### src/rtl/ar_request_arbiter_pkg.sv
// Shared constants for the AR request arbiter: parameter defaults, packed request
// layout and burst encodings.
package ar_request_arbiter_pkg;

    localparam int BUSWIDTH_DEF = 32;
    localparam int TAGBITS_DEF  = 1;
    localparam int DEPTH_DEF    = 4;
    localparam int REQ_W        = 50;

    localparam int TAG_BIT  = 49;
    localparam int ADDR_HI  = 48;
    localparam int ADDR_LO  = 17;
    localparam int LEN_HI   = 16;
    localparam int LEN_LO   = 13;
    localparam int SIZE_HI  = 12;
    localparam int SIZE_LO  = 11;
    localparam int BURST_HI = 10;
    localparam int BURST_LO = 9;
    localparam int LOCK_HI  = 8;
    localparam int LOCK_LO  = 7;
    localparam int CACHE_HI = 6;
    localparam int CACHE_LO = 3;
    localparam int PROT_HI  = 2;
    localparam int PROT_LO  = 0;

    typedef enum logic [1:0] {
        BURST_FIXED = 2'd0,
        BURST_INCR  = 2'd1,
        BURST_WRAP  = 2'd2
    } burst_e;

    // Round-robin pick: 0 selects queue 0, 1 selects queue 1.
    function automatic logic rr_pick(input logic last, input logic ne0, input logic ne1);
        if (ne0 && ne1) return ~last;
        else if (ne0)   return 1'b0;
        else            return ne1;
    endfunction

endpackage

### src/rtl/ar_request_arbiter_fifo.sv
// Per-queue request FIFO. Pushes while full are dropped even if a pop happens
// on the same edge, because full is the registered flag.
module ar_req_fifo
    import ar_request_arbiter_pkg::*;
#(
    parameter int DEPTH = DEPTH_DEF,
    parameter int WIDTH = REQ_W
) (
    input  logic             ACLK,
    input  logic             ARESETn,
    input  logic             push,
    input  logic             pop,
    input  logic [WIDTH-1:0] din,
    output logic [WIDTH-1:0] dout,
    output logic             empty,
    output logic             full
);
    localparam int PW = $clog2(DEPTH);
    localparam int CW = PW + 1;

    logic [WIDTH-1:0] mem_q [DEPTH];
    logic [PW-1:0]    wr_ptr_q;
    logic [PW-1:0]    rd_ptr_q;
    logic [CW-1:0]    count_q;
    logic [CW-1:0]    count_d;
    logic             full_q;
    logic             do_push;
    logic             do_pop;

    assign do_push = push && !full_q;
    assign do_pop  = pop && (count_q != '0);

    always_comb begin
        count_d = count_q;
        if (do_push) count_d = count_d + CW'(1);
        if (do_pop)  count_d = count_d - CW'(1);
    end

    // Pointers are exactly log2(DEPTH) bits, so they wrap modulo DEPTH on their own.
    always_ff @(posedge ACLK or negedge ARESETn) begin
        if (!ARESETn) begin
            wr_ptr_q <= '0;
            rd_ptr_q <= '0;
            count_q  <= '0;
            full_q   <= 1'b0;
        end else begin
            if (do_push) wr_ptr_q <= wr_ptr_q + PW'(1);
            if (do_pop)  rd_ptr_q <= rd_ptr_q + PW'(1);
            count_q <= count_d;
            full_q  <= (count_d == CW'(DEPTH));
        end
    end

    always_ff @(posedge ACLK) begin
        if (do_push) mem_q[wr_ptr_q] <= din;
    end

    assign dout  = mem_q[rd_ptr_q];
    assign empty = (count_q == '0);
    assign full  = full_q;

endmodule

### src/rtl/ar_request_arbiter.sv
// Two request queues arbitrated round-robin into a single registered AR output stage.
// A request is only visible to arbitration the edge after it is pushed.
module ar_request_arbiter
    import ar_request_arbiter_pkg::*;
#(
    parameter int BUSWIDTH = BUSWIDTH_DEF,
    parameter int TAGBITS  = TAGBITS_DEF,
    parameter int DEPTH    = DEPTH_DEF
) (
    input  logic                ACLK,
    input  logic                ARESETn,
    input  logic                fifo0_write,
    input  logic                fifo1_write,
    input  logic [REQ_W-1:0]    AR_fifo0_in,
    input  logic [REQ_W-1:0]    AR_fifo1_in,
    output logic                fifo0_full,
    output logic                fifo1_full,
    output logic [TAGBITS-1:0]  ARID,
    output logic [BUSWIDTH-1:0] ARADDR,
    output logic [3:0]          ARLEN,
    output logic [1:0]          ARSIZE,
    output logic [1:0]          ARBURST,
    output logic [1:0]          ARLOCK,
    output logic [3:0]          ARCACHE,
    output logic [2:0]          ARPROT,
    output logic                ARVALID,
    input  logic                ARREADY
);
    logic [REQ_W-1:0] dout0, dout1, sel;
    logic             empty0, empty1;
    logic             load, grant;

    logic [TAGBITS-1:0]  arid_q;
    logic [BUSWIDTH-1:0] araddr_q;
    logic [3:0]          arlen_q;
    logic [1:0]          arsize_q;
    logic [1:0]          arburst_q;
    logic [1:0]          arlock_q;
    logic [3:0]          arcache_q;
    logic [2:0]          arprot_q;
    logic                arvalid_q;
    logic                last_q;

    ar_req_fifo #(.DEPTH(DEPTH), .WIDTH(REQ_W)) u_fifo0 (
        .ACLK    (ACLK),
        .ARESETn (ARESETn),
        .push    (fifo0_write),
        .pop     (load && !grant),
        .din     (AR_fifo0_in),
        .dout    (dout0),
        .empty   (empty0),
        .full    (fifo0_full)
    );

    ar_req_fifo #(.DEPTH(DEPTH), .WIDTH(REQ_W)) u_fifo1 (
        .ACLK    (ACLK),
        .ARESETn (ARESETn),
        .push    (fifo1_write),
        .pop     (load && grant),
        .din     (AR_fifo1_in),
        .dout    (dout1),
        .empty   (empty1),
        .full    (fifo1_full)
    );

    // The output stage refills on the same edge it hands off, so a held-high ARREADY sees no bubble.
    assign load  = (!arvalid_q || ARREADY) && (!empty0 || !empty1);
    assign grant = rr_pick(last_q, !empty0, !empty1);
    assign sel   = grant ? dout1 : dout0;

    always_ff @(posedge ACLK or negedge ARESETn) begin
        if (!ARESETn) begin
            arid_q    <= '0;
            araddr_q  <= '0;
            arlen_q   <= '0;
            arsize_q  <= '0;
            arburst_q <= '0;
            arlock_q  <= '0;
            arcache_q <= '0;
            arprot_q  <= '0;
            arvalid_q <= 1'b0;
            last_q    <= 1'b1;
        end else if (load) begin
            arid_q    <= sel[TAG_BIT -: TAGBITS];
            araddr_q  <= sel[ADDR_HI -: BUSWIDTH];
            arlen_q   <= sel[LEN_HI:LEN_LO];
            arsize_q  <= sel[SIZE_HI:SIZE_LO];
            arburst_q <= sel[BURST_HI:BURST_LO];
            arlock_q  <= sel[LOCK_HI:LOCK_LO];
            arcache_q <= sel[CACHE_HI:CACHE_LO];
            arprot_q  <= sel[PROT_HI:PROT_LO];
            arvalid_q <= 1'b1;
            last_q    <= grant;
        end else if (ARREADY) begin
            arvalid_q <= 1'b0;
        end
    end

    assign ARID    = arid_q;
    assign ARADDR  = araddr_q;
    assign ARLEN   = arlen_q;
    assign ARSIZE  = arsize_q;
    assign ARBURST = arburst_q;
    assign ARLOCK  = arlock_q;
    assign ARCACHE = arcache_q;
    assign ARPROT  = arprot_q;
    assign ARVALID = arvalid_q;

endmodule

### config.mk
export PLATFORM = sky130hd
export DESIGN_NAME = ar_request_arbiter
export DESIGN_NICKNAME = d
export VERILOG_FILES = /design/src/rtl/ar_request_arbiter_pkg.sv /design/src/rtl/ar_request_arbiter_fifo.sv /design/src/rtl/ar_request_arbiter.sv
export SDC_FILE = /design/constraint.sdc
export NUM_CORES = 1
export LEC_CHECK = 0
export CORE_MARGIN = 3
export CORE_UTILIZATION = 40
export DETAILED_ROUTE_END_ITERATION = 16
export HOLD_SLACK_MARGIN = 0.06
export PLACE_DENSITY_LB_ADDON = 0.1
export SETUP_SLACK_MARGIN = 0.3
export SYNTH_ARGS = -nofsm -noshare
export SYNTH_HDL_FRONTEND = slang
export SYNTH_HIERARCHICAL = 1
export SYNTH_SLANG_ARGS = --single-unit
### constraint.sdc
create_clock -name ACLK -period 3.5 [get_ports ACLK]
set_input_delay 0.35 -clock ACLK [delete_from_list [all_inputs] [get_ports ACLK]]
set_output_delay 0.35 -clock ACLK [all_outputs]
set_load 0.02 [all_outputs]
# ---- Word-level counts from Yosys, hierarchy flattened
# Memory sizes are Yosys's and may differ from the RTL's.
# Index checks and enable logic that the tools add are counted.
dict set report op_classes {
  n_addsub 8
  n_eq_ne 2
  muxes 13
  bitwise_logic 1
  n_reduce_logical 21
}
# operator count
set ops {}
lappend ops {{$mux W50} 1}
lappend ops {{$mux W3} 4}
lappend ops {{$add A2 B1 Y2 const B} 4}
lappend ops {{$logic_and A1 B1 Y1} 8}
lappend ops {{$mux W1} 8}
lappend ops {{$add A3 B1 Y3 const B} 2}
lappend ops {{$eq A3 B3 Y1 const B} 2}
lappend ops {{$logic_not A1 Y1} 6}
lappend ops {{$logic_not A3 Y1} 2}
lappend ops {{$reduce_bool A3 Y1} 2}
lappend ops {{$sub A3 B1 Y3 const B} 2}
lappend ops {{$logic_or A1 B1 Y1} 2}
lappend ops {{$reduce_bool A2 Y1} 1}
lappend ops {{$not A1 Y1} 1}
dict set report word_totals {
  regBits 68
  ram_bits 400
  in_bits 105
  out_inout_bits 53
  elab_cells 65
  mem_count 2
}
# name depth word_bits rd rd_ports_with_merged_regs wr line
set mem_list {}
lappend mem_list {u_fifo0.mem_q 4 50 1 0 1 ar_request_arbiter_fifo.sv:21} ;# logic [WIDTH-1:0] mem_q [DEPTH];
lappend mem_list {u_fifo1.mem_q 4 50 1 0 1 ar_request_arbiter_fifo.sv:21}

# ---- Depth between registers and ports, before layout
# Gate-level depths: netlist (run 1).
dict set report logic_depth {
  word_depth 9
  ltp_mapped 12
  depth_no_buf 10
}

# ---- Hierarchy
# Netlist (run 1), hierarchy kept.
# module n_inst cells_each area_per_inst_um2 seq_area_each_um2
set modules_own_cells {}
lappend modules_own_cells {{ar_req_fifo (u_fifo1)} 1 315 7797.5 6206.0}
lappend modules_own_cells {{ar_req_fifo (u_fifo0)} 1 315 7782.5 6206.0}
lappend modules_own_cells {ar_request_arbiter 1 183 2316.0 1302.5}

# ---- Least setup slack after synthesis (run 1)
# OpenSTA, ideal clock, no wires.
dict set report synth_timing {
  kind {register to register}
  startpoint {register u_fifo1.full_q (netlist: u_fifo1/full)}
  endpoint {memory u_fifo1/mem_q[0][0] (netlist bit), enable pin}
  setup_time_ns 0.413
  arrival_time_ns 2.066
  t_required_ns 3.087
  setup_slack_ns 1.021
  path_stages_with_launch 5
  n_path_buf 2
  synth_period_minus_slack_ns 2.479
  cell_sequence {dfrtp_1 > nor2b_1 > buf_2 > buf_4 > and2_1}
}
dict set report synth_between {
  elab_chain_len 4
}
# element line
set synth_lines {}
lappend synth_lines {{from (decl)} ar_request_arbiter_fifo.sv:26} ;# logic full_q;
lappend synth_lines {{from (signal assigned)} ar_request_arbiter_fifo.sv:50} ;# full_q <= (count_d == CW'(DEPTH));
lappend synth_lines {{$logic_not A1 Y1} ar_request_arbiter_fifo.sv:30} ;# assign do_push = push && !full_q;
lappend synth_lines {{$logic_and A1 B1 Y1} ar_request_arbiter_fifo.sv:30}
lappend synth_lines {{$mux W1} ar_request_arbiter_fifo.sv:55} ;# if (do_push) mem_q[wr_ptr_q] <= din;
lappend synth_lines {{$mux W1 (not written as such)} ar_request_arbiter_fifo.sv:55}
lappend synth_lines {{to (decl)} ar_request_arbiter_fifo.sv:21}
# Every way passes these cells.

# ---- Final worst setup path (run 1)
# Ends and elaborated chain as after synthesis.

==> metrics.yaml, run 1 <==
synthesis:
  synth_flop_cell: "edfxtp_1"
  synth_seq_cells: 468
  ys.warnings.count: 6
  synth_cell_types: 36
  yosysSeqAreaShare: 0.766
  netlist_top_cells_area: "edfxtp_1, mux4_2, dfrtp_1"
  async_flop_share: 0.145
  netlist_area_um2: 17900
  synth_top_area_cell: "edfxtp_1"
  syn_avg_cell_area_um2: 22.0
  synth_top_area_frac: 0.671
  syn_inst: 813
  synth.net_count: 932
  synth-edff-count: 400
sta:
  rsz0062_at_grt: "false"
  maxSlewHeadroom: 0.359
  skew_ns: 0.0177
  finalCriticalPeriod_ns: 2.41
  timing.final.crit_share: 0.687
  hold_viol: 0
  worst_pin_slew_ns: 0.962
  drv_slew: 0
  max_freq_mhz: 416
  setup_violations: 0
  fin_hold_ws_ns: 0.406
  final.setup.tns_ns: 0
critical_path:
  worst-endpoint-required_ns: 3.76
  critPathLaunchType: "register"
  cp_num_buf_inv: 1
  worstPathArrival_ns: 2.67
  path_delay_family: "simple AND/OR/NAND/NOR gates"
  slowest_stage: "and2_2"
  path_cells: "nor2b_1 > and2_2 > buf_4"
  slowest_delay_ns: 0.68
  critPathMaxFanout: 17
  critical_path_class: "register to register"
  end_kind: "register"
global_routing:
  busiest_layer: "met2"
  grt_overflow: 0
  track_usage: 0.175
  grt_max_degree: 60
  grt_pass1_wl_mm: 61.0
  met3_usage: 0.0300
  gr-usage-met2: 0.283
  first_global_vias: 9437
  antenna_found_initial: 1
  use_met1: 0.245
placed_design:
  finalWeightedCongestion: 0.706
  hpwl_mm: 24.6
  port_buffers: 157
clocking:
  htree_levels: 2
  cts_buffers: 49
  post_cts_resized: 0
  cts-hold-fix-buffers: 1
  cts_sinks: 468
  ctsRootBufferMaster: "clkbuf_16"
  clk_latency_ns: 0.58
  path_clk_slew_ns: 0.06
  postCtsSetupRepairBufs: 0
  tritoncts: "done"
  clockBufferDepth: 3
die:
  start_util: 0.410
  die-width_um: 218
  io_pins: 158
  die_y_um: 218
  num_rows: 76
  dieArea_um2: 47300
  core_area_um2: 43600
detailed_routing:
  drt_pass1_iterations: 5
  drcViolationCount: 0
  drtIter0Drc: 675
  wl_per_cell_um: 25.0
  ant_nets: 0
  totalWireLength_mm: 40.6
  via_count: 8708
  vias_per_cell: 5.36
run:
  cap_viol_max_count: 0
min_path:
  hold_class: "input port to register"
final_layout:
  fillers: 3533
  n_antenna_cell: 0
  drive_gt1_frac: 0.206
  area_delta_synth_final_pct: 21.3
  final_common_cell: "edfxtp_1"
  layout_common_cells: "edfxtp_1, clkdlybuf4s50_1, mux4_2"
  nets: 1118
pwr:
  power.leakage_nw: 7.50
  peakVddDrop_mv: 0.507
  finalPower_mw: 18.5
  p_per_area_nw_per_um2: 853
outcome:
  status: "finished clean"
where the power goes:
group	switching (mW)	total, mW	internal (mW)
logic	2.70	5.42	2.72
clock network	2.09	4.95	2.86
registers	0.722	8.14	7.41
cells in the mapped netlist, types with 10 or more instances:
library cell and number:
mux4_2 96, edfxtp_1 400, buf_12 10, a221o_1 51, clkbuf_1 15, dfrtp_1 67, nand2_1 13, buf_2 12
ha_1 14, and2_1 11, and3_1 50
area by class of cell:
class,count,area (um2),share of cell area
Sequential cell,468,13700,0.632
Tap cell,585,732,0.0337
Timing Repair Buffer,184,1940,0.0892
Clock inverter,18,93.8,0.00432
Inverter,10,37.5,0.00173
Multi-Input combinational cell,286,3730,0.172
Clock buffer,74,1450,0.0669
per-layer routing:
layer / share of wire / wire length (um)
met1: 0.44 / 18100
met2: 0.48 / 19600
met3: 0.050 / 2010
met4: 0.022 / 885
met5: 0.00027 / 11
stage by stage:
stage	std cells	setup WS, ns	area [um2]	utilization
after floorplan	813	1.02	17900	-
after global placement	1532	0.717	20200	0.462
after detailed placement	1532	0.704	20200	0.462
after CTS	1625	1.11	21700	0.497
after global routing	1625	0.885	21700	0.497
final	1625	1.09	21700	0.497
state kept, by name, summed over array words and instances, names as in the netlist:
name and cells:
ARADDR 32, ARBURST 2, ARCACHE 4, ARID 1, ARLEN 4, ARLOCK 2, ARPROT 3, ARSIZE 2
ARVALID 1, last_q 1, u_fifo0/count_q 3, u_fifo0/full 1, u_fifo0/mem_q 200, u_fifo0/rd_ptr_q 2, u_fifo0/wr_ptr_q 2, u_fifo1/count_q 3
u_fifo1/full 1, u_fifo1/mem_q 200, u_fifo1/rd_ptr_q 2, u_fifo1/wr_ptr_q 2
logic make-up (layout without fill, tap and decap cells):
kind of cell,count (synthesis),count (layout),synth area share
and+or+nand+nor,96,96,0.0313
DFF,468,468,0.766
adders and majority gates,14,14,0.00979
muxes,103,103,0.128
xor gates and xnor gates,11,11,0.00538
AOI/OAI and AO/OA,62,62,0.0326
buffers and inverters,59,286,0.0263
final timing paths:
path                                                  endpoint              startpoint  slack, ns  depth (start not counted)
worst max-delay path             u_fifo1/mem_q[0][0]$_DFFE_PP_  u_fifo1/full$_DFF_PN0_       1.09                          3
worst min-delay path            u_fifo1/mem_q[1][31]$_DFFE_PP_         AR_fifo1_in[31]       0.41                          1
worst max register to register   u_fifo1/mem_q[0][0]$_DFFE_PP_  u_fifo1/full$_DFF_PN0_       1.09                          3
worst min register to register          ARADDR[24]$_DFFE_PN0P_  ARADDR[24]$_DFFE_PN0P_       0.51                          1
max in group asynchronous                ARSIZE[1]$_DFFE_PN0P_                 ARESETn       2.28                          3
min in group asynchronous                 ARLEN[0]$_DFFE_PN0P_                 ARESETn       0.46                          2
Note: power is estimated with default switching activity, not from simulation.
==> inputs of run 2 (changes only) <==
==> constraint.sdc (replaced) <==
create_clock -name ACLK -period 2.3 [get_ports ACLK]
set_input_delay 0.23 -clock ACLK [delete_from_list [all_inputs] [get_ports ACLK]]
set_output_delay 0.23 -clock ACLK [all_outputs]
set_load 0.02 [all_outputs]
==> metrics.yaml, run 2 (same netlist as run 1, synthesis figures left out) <==
outcome:
  status: "finished clean"
clocking:
  htree_levels: 2  # unchanged
  path_clk_slew_ns: 0.06  # about the same
  tritoncts: "done"
  clockBufferDepth: 3  # unchanged
  ctsRootBufferMaster: "clkbuf_16"
  cts_sinks: 468  # unchanged
  cts_buffers: 49  # unchanged
  clk_latency_ns: 0.58  # about the same
die:
  die_y_um: 218  # unchanged
  die-width_um: 218  # unchanged
  dieArea_um2: 47300  # unchanged
  core_area_um2: 43600  # unchanged
  io_pins: 158  # unchanged
  num_rows: 76  # unchanged
  start_util: 0.410  # unchanged
detailed_routing:
  via_count: 8788  # +0.92%
  drtIter0Drc: 671  # -0.59%
  wl_per_cell_um: 25.1  # +0.56%
  totalWireLength_mm: 41.6  # +2.4%
  drt_pass1_iterations: 5  # unchanged
  drcViolationCount: 0  # unchanged
  ant_nets: 0  # unchanged
  vias_per_cell: 5.31  # -0.91%
final_layout:
  final_common_cell: "edfxtp_1"
  layout_common_cells: "edfxtp_1, clkdlybuf4s50_1, mux4_2"
  nets: 1146  # +2.5%
  drive_gt1_frac: 0.245  # +0.0395
  area_delta_synth_final_pct: 24.4
  final_util: 0.510  # +0.0126
sta:
  finalCriticalPeriod_ns: 1.94  # -0.466 ns
  skew_ns: 0.0131  # -0.00459 ns
  rsz0062_at_grt: "true"
  max_freq_mhz: 516  # +24%
  drv_slew: 0  # unchanged
  setup_violations: 0  # unchanged
  final.setup.tns_ns: 0  # unchanged
  worst_pin_slew_ns: 0.646  # -0.316 ns
  hold_viol: 0  # unchanged
  maxSlewHeadroom: 0.569  # +0.211
  timing.final.crit_share: 0.843  # +0.156
critical_path:
  path_cells: "nor2b_2 > buf_12 > nor2_1 > a21oi_2 > ha_1 > nand2_1 > nor2_1 > a221o_1 > o311a_1"
  worstPathArrival_ns: 2.39  # -0.28 ns
  cpMostUsedCell: "nor2_1"
  worst-endpoint-required_ns: 2.75  # -1.01 ns
  critPathLaunchType: "register"
  end_kind: "register"
  slowest_delay_ns: 0.43  # -0.25 ns
  critPathMaxFanout: 9  # -8
  critical_path_class: "register to register"
  slowest_stage: "dfrtp_1"
pwr:
  power.leakage_nw: 7.75  # +3.3%
  p_int_mw: 20.6  # +58%
  peakVddDrop_mv: 0.683  # +35%
  pwr-share-comb: 0.320  # +0.027
  p_per_area_nw_per_um2: 1310  # +54%
  swShare: 0.296  # -0.00228
  clkPwrFrac: 0.269  # +0.002
  finalPower_mw: 29.2  # +58%
  netSwitchingPower_mw: 8.63  # +57%
  pwr-share-seq: 0.411  # -0.029
min_path:
  hold_class: "input port to asynchronous set/reset pin"
global_routing:
  grt_overflow: 0  # unchanged
  first_global_vias: 9575  # +1.5%
  track_usage: 0.179  # +0.00403
  grt_pass1_wl_mm: 61.9  # +1.6%
  antenna_found_initial: 4  # +3
  grt_max_degree: 52  # -13%
placed_design:
  hpwl_mm: 25.2  # +2.4%
  port_buffers: 157  # unchanged
  finalWeightedCongestion: 0.721  # +2.1%
run:
  cap_viol_max_count: 0  # unchanged
[run 2: cell count changes in the layout (fill, tap and decap cells not counted), sizes merged]
cell	change
diode	+2
clkbuf	-3
bufinv	+2
buf	+28
inv	-1
clkinv	+2
[run 2: worst max-delay path: cells and delay by family (launching register included)]
kind                     cells  cell delay [ns]
buffers and inverters        1             0.15
adder cells (fa/ha/maj)      1             0.25
AO/OA/AOI/OAI                3             0.60
flip-flops                   1             0.43
AND/OR/NAND/NOR              4             0.39
[run 2: metrics by stage]
stage / instances / setup slack [ns] / instance area, um2 / hold WS, ns
finish: 1655 / 0.360 / 22300 / 0.204
floorplan: 813 / 0.309 / 17900 / -0.0656
global placement: 1552 / 0.0552 / 20500 / 0.277
global route: 1655 / 0.259 / 22300 / 0.216
detailed placement: 1552 / 0.0212 / 20500 / 0.279
CTS: 1649 / 0.316 / 22200 / 0.199
[run 2: power groups by stage]
stage / Sequential (mW) / Clock, mW / Combinational [mW]
after floorplan: 12.4 / 0 / 5.50
after global placement: 12.2 / 0 / 9.23
final: 12.0 / 7.85 / 9.34
after global routing: 12.2 / 8.50 / 10.0
after CTS: 12.0 / 8.10 / 9.38
after detailed placement: 12.2 / 0 / 9.27
[run 2: what timing repair did]
| item | in CTS | in global routing |
|---|---|---|
| endpoints found under the setup margin | 41 | 27 |
| setup buffers | 4 | 4 |
| pin swaps | 2 | 3 |
| hold buffers | 1 | 0 |
| endpoints found under the hold margin | 34 | 0 |
| resized for setup | 5 | 11 |
[run 2: final cells by class]
class                      count  area (um2)
multi-input combinational    286        3780
timing repair buffer         212        2350
tap                          585         732
clock buffer                  71        1460
inverter                      10        40.0
clock inverter                21         160
antenna                        2        5.00
sequential                   468       13700
fill                        3484       21400
[run 2: metal layers]
metal | GRT usage | share of wire | up-vias
li1 | - | - | 3825
met1 | 0.247 | 0.44 | 4678
met2 | 0.290 | 0.49 | 229
met3 | 0.0422 | 0.054 | 52
met4 | 0.0431 | 0.018 | 4
met5 | 0 | 0.00058 | -
[run 2: path summary, 6_finish.rpt]
check	startpoint	endpoint	slack, ns	cells past startpoint
worst max-delay path	u_fifo1/full$_DFF_PN0_	u_fifo1/full$_DFF_PN0_	0.36	9
worst min-delay path	ARESETn	ARPROT[0]$_DFFE_PN0P_	0.20	2
worst max register to register	u_fifo1/full$_DFF_PN0_	u_fifo1/full$_DFF_PN0_	0.36	9
worst min register to register	ARADDR[27]$_DFFE_PN0P_	ARADDR[27]$_DFFE_PN0P_	0.51	1
max in group asynchronous	ARESETn	ARBURST[0]$_DFFE_PN0P_	1.47	3
min in group ACLK	AR_fifo0_in[23]	u_fifo0/mem_q[1][23]$_DFFE_PP_	0.28	1
